`src/rtl/uart_tx_fifo.sv`:
```
// uart_tx_fifo: first-word-fall-through transmit buffer feeding uart_tx.
// Circular buffer of DEPTH x DATA_WIDTH entries. The pointers carry one extra
// wrap bit, so full and empty can be told apart without a separate counter.
// Optional feature: define UART_TX_FIFO_OVF_EN to build the sticky overflow
// flag. Without it, ovf is tied low and ovf_clr is ignored.

module uart_tx_fifo #(
  parameter int DATA_WIDTH = 8,
  parameter int DEPTH      = 16
) (
  input  logic                         clk,
  input  logic                         rstn,
  input  logic                         wr_en,
  input  logic [DATA_WIDTH-1:0]        wr_data,
  output logic                         full,
  output logic [$clog2(DEPTH):0]       level,
  input  logic                         flush,
  output logic                         tx_valid,
  output logic [DATA_WIDTH-1:0]        tx_data,
  input  logic                         tx_ready,
  output logic                         ovf,
  input  logic                         ovf_clr
);

  localparam int LB_DEPTH = $clog2(DEPTH);
  localparam int PW       = LB_DEPTH + 1;

  logic [DATA_WIDTH-1:0] mem_q [DEPTH];
  logic [PW-1:0]         wr_ptr_q, wr_ptr_d;
  logic [PW-1:0]         rd_ptr_q, rd_ptr_d;
  logic                  empty;
  logic                  push;
  logic                  pop;

  // Status decode from the registered pointers only. This keeps wr_en out of
  // the path to full, and tx_ready out of the path to tx_valid.
  always_comb begin
    empty    = (wr_ptr_q == rd_ptr_q);
    full     = (wr_ptr_q[LB_DEPTH-1:0] == rd_ptr_q[LB_DEPTH-1:0]) &&
               (wr_ptr_q[LB_DEPTH] != rd_ptr_q[LB_DEPTH]);
    level    = wr_ptr_q - rd_ptr_q;
    tx_valid = !empty;
    tx_data  = mem_q[rd_ptr_q[LB_DEPTH-1:0]];
  end

  // Push and pop qualification. Flush overrides both. full is sampled before
  // any pop, so a push into a full buffer is dropped even while popping.
  always_comb begin
    push     = wr_en && !full && !flush;
    pop      = tx_valid && tx_ready && !flush;
    wr_ptr_d = wr_ptr_q + PW'(push);
    rd_ptr_d = flush ? wr_ptr_q : (rd_ptr_q + PW'(pop));
  end

  // Pointer registers. Asynchronous reset empties the buffer immediately.
  always_ff @(posedge clk or negedge rstn) begin
    if (!rstn) begin
      wr_ptr_q <= '0;
      rd_ptr_q <= '0;
    end else begin
      wr_ptr_q <= wr_ptr_d;
      rd_ptr_q <= rd_ptr_d;
    end
  end

  // Storage array. It has no reset, because entries outside the
  // rd..wr window are never observed.
  always_ff @(posedge clk) begin
    if (push) begin
      mem_q[wr_ptr_q[LB_DEPTH-1:0]] <= wr_data;
    end
  end

`ifdef UART_TX_FIFO_OVF_EN
  logic ovf_q, ovf_d;

  // Sticky overflow: a push dropped while not flushing sets the flag.
  // Set wins over a clear in the same cycle.
  always_comb begin
    ovf_d = ovf_q;
    if (ovf_clr) begin
      ovf_d = 1'b0;
    end
    if (wr_en && full && !flush) begin
      ovf_d = 1'b1;
    end
  end

  // Overflow flag register.
  always_ff @(posedge clk or negedge rstn) begin
    if (!rstn) begin
      ovf_q <= 1'b0;
    end else begin
      ovf_q <= ovf_d;
    end
  end

  assign ovf = ovf_q;
`else
  logic unused_ovf_clr;

  assign unused_ovf_clr = ovf_clr;
  assign ovf            = 1'b0;
`endif

endmodule

```
`config.mk`:
```
export PLATFORM = sky130hd
export DESIGN_NAME = uart_tx_fifo
export DESIGN_NICKNAME = d
export VERILOG_FILES = /design/src/rtl/uart_tx_fifo.sv
export SDC_FILE = /design/constraint.sdc
export NUM_CORES = 1
export LEC_CHECK = 0
export CORE_MARGIN = 1.5
export CORE_UTILIZATION = 55
export CTS_CLUSTER_SIZE = 20
export DETAILED_ROUTE_END_ITERATION = 8
export DONT_BUFFER_PORTS = 1
export PLACE_DENSITY = 0.76
export SKIP_CTS_REPAIR_TIMING = 1
export SYNTH_ARGS = -nofsm -noshare
export SYNTH_HDL_FRONTEND = slang
export SYNTH_SLANG_ARGS = --single-unit
```
`constraint.sdc`:
```
create_clock -name clk -period 3.68 [get_ports clk]
set_input_delay 1.104 -clock clk [delete_from_list [all_inputs] [get_ports clk]]
set_output_delay 1.104 -clock clk [all_outputs]
set_load 0.1 [all_outputs]
```
==> results.toml <==
[logic_synthesis]
synth_ff_type = "edfxtp_1"
syn_area_per_cell_um2 = 18.66
yosys.cell_count.top_type = "edfxtp_1"
yosysUniqueCellTypes = 35
ys_ff_latch = 138
async_reset_ff_frac = 0.07246
synth_top_area_frac = 0.6777
syn-cell-area_mm2 = 0.005672
synth_mux_area_frac = 0.1416
synth_warnings = 0
synth_fa_ha_area_frac = 0.02118
synth_edf_count = 128
synthTopCellsByCount = "edfxtp_1, mux2i_1, mux4_2"
synth-compound-area-share = 0.03750
synth_nets = 327
synth_seq_area_share = 0.7218
synth_top_family_by_area = "multiplexers"
synth_xor_area_frac = 0.01677
synth_largest_area_cell = "edfxtp_1"
syn-instance-count = 304
synthSimpleGateAreaFrac = 0.03044
synthTopCellsByArea = "edfxtp_1, mux4_2, dfrtp_1, mux2i_1, ha_1"

[timing]
period_share = 0.9613
relSlewSlack = 0.4906
hold_viol = 0
setup_viol = 0
worst_slew_pin_slew_ns = 0.7613
rsz0062_at_grt = "false"
finalCriticalPeriod_ns = 3.538
clock_skew_ns = 0.01022
fmax_mhz = 282.7
finalMaxSlewViolations = 0

[finish]
final.fill_count = 641
final_area_mm2 = 0.006644
fin_cells = 490
post-route-util = 0.6705
syn_to_final_growth_pct = 17.14
diodes = 0
finalNetCount = 368
drive_gt1_frac = 0.3221

[routing]
drt-initial-drc-count = 216
drc = 0
via_per_inst = 5.976
avgRoutedWirePerCell_um = 22.85
firstDrtPassIters = 5
num_vias = 2928
antenna_left = 0
wirelength_um = 11200

[global_route]
grt_max_degree = 27
grt_first_pass_wirelength_um = 17380
grt_antenna_before_repair = 0
track_usage = 0.2239
overflow = 0
grt_pass1_vias = 3083

[floorplan]
start_util = 0.5723
fp.dieW_um = 104.6
rows = 36
fp.coreArea_mm2 = 0.009910
dieArea_mm2 = 0.01093
die_h_um = 104.6
design.portCount = 30

[setup_path]
crit_type = "reg2out"
cp_num_cells = 5
r2r-end = "mem_q[4][7]"
cp_max_fo = 10
r2r_cells = 6
path_buf_inv = 1
r2r_setup_slack_ns = 0.88
crit_arrival_ns = 2.43
r2r-start = "rd_ptr_q[3]"
required_ns = 2.58
crit_chain = "and2_1 > a221oi_1 > o21ai_1 > o21ai_2 > buf_4"
endpoint_kind = "output pin"
crit_end = "tx_data[1]"
cpPeakStageDelay_ns = 0.55
crit_family = "compound AO/OA/AOI/OAI gates"
slowest_stage = "dfrtp_1"
start_kind = "register"
crit_path_start = "rd_ptr_q[1]"

[cts]
htreeDepth = 4
cts_buffers = 17
cts-root-buf = "clkbuf_8"
cts_max_path_buffers = 2
cts_tree = "done"
clk_pin_slew_ns = 0.06
insertion_delay_ns = 0.51
clock_sinks = 138

[place]
place_inst = 457
post_dp_cell_area_mm2 = 0.006077
io_buffers = 0
gp_congestion = 0.8068
place_hpwl_um = 7075

[run]
max_cap_viol_count = 0

[status]
outcome = "complete, no violations"

[worst_hold_path]
hold_class = "in2async"
[flip-flops by register name, indices dropped and copies added (netlist names)]
register / flops
mem_q: 128
rd_ptr_q: 5
wr_ptr_q: 5
[cells by family (layout without fill, tap and decap cells)]
kind of cell	Yosys count	count (layout)
multiplexers	50	50
AO/OA/AOI/OAI	32	32
other	1	1
AND/OR/NAND/NOR	37	37
buffers and inverters	27	80
flip-flops	138	138
XOR/XNOR	10	10
adder cells (fa/ha/maj)	9	9
[area by class of cell]
class | instances | area, um^2 | area share
repair buffers | 39 | 330.3 | 0.04972
clock buffers | 19 | 421.7 | 0.06347
well taps | 133 | 166.4 | 0.02505
flip-flops and latches | 138 | 4098 | 0.6168
clock inverters | 12 | 125.1 | 0.01883
multi-input cells | 139 | 1465 | 0.2205
inverters | 10 | 37.54 | 0.005650
[metal layers]
| layer | up-vias | part of all wire | GRT usage |
|---|---|---|---|
| li1 | 1294 | - | - |
| met1 | 1492 | 0.39 | 0.2817 |
| met3 | 24 | 0.053 | 0.05490 |
| met4 | 0 | 0.029 | 0.1151 |
| met2 | 118 | 0.53 | 0.3633 |
| met5 | - | 0 | 0 |
[cells in the final DEF, fill, tap and decap left out, drive strengths merged, types with 4 or more instances in the layout]
| master | Yosys | final |
|---|---|---|
| mux2i | 24 | 24 |
| buf | 13 | 39 |
| nand2 | 6 | 6 |
| a221oi | 8 | 8 |
| ha | 8 | 8 |
| nand3 | 7 | 7 |
| o21ai | 19 | 19 |
| nor2 | 13 | 13 |
| clkbuf | 4 | 19 |
| edfxtp | 128 | 128 |
| xnor2 | 8 | 8 |
| clkinv | 0 | 7 |
| dfrtp | 10 | 10 |
| mux4 | 24 | 24 |
| nor3 | 4 | 4 |
| inv | 10 | 12 |
[through the flow]
stage | worst slack (ns) | TNS [ns] | hold slack [ns]
after floorplan | 0.1670 | 0 | 0.5139
after global placement | 0.5436 | 0 | 0.5306
after detailed placement | 0.5085 | 0 | 0.5510
after CTS | -0.03767 | -0.07129 | 0.2648
after global routing | 0.02666 | 0 | 0.2580
final | 0.1423 | 0 | 0.2885
[worst min path at each step]
stage	to	slack [ns]	cells past startpoint
global route	rd_ptr_q[3]	0.26	0
detailed placement	wr_ptr_q[4]	0.55	1
global placement	wr_ptr_q[4]	0.53	1
floorplan	wr_ptr_q[4]	0.51	1
finish	wr_ptr_q[1]	0.29	0
CTS	wr_ptr_q[1]	0.26	0
Power is left out: the tool's default activity adds up to more than one toggle a clock period on the data nets, which glitch-free logic cannot reach.
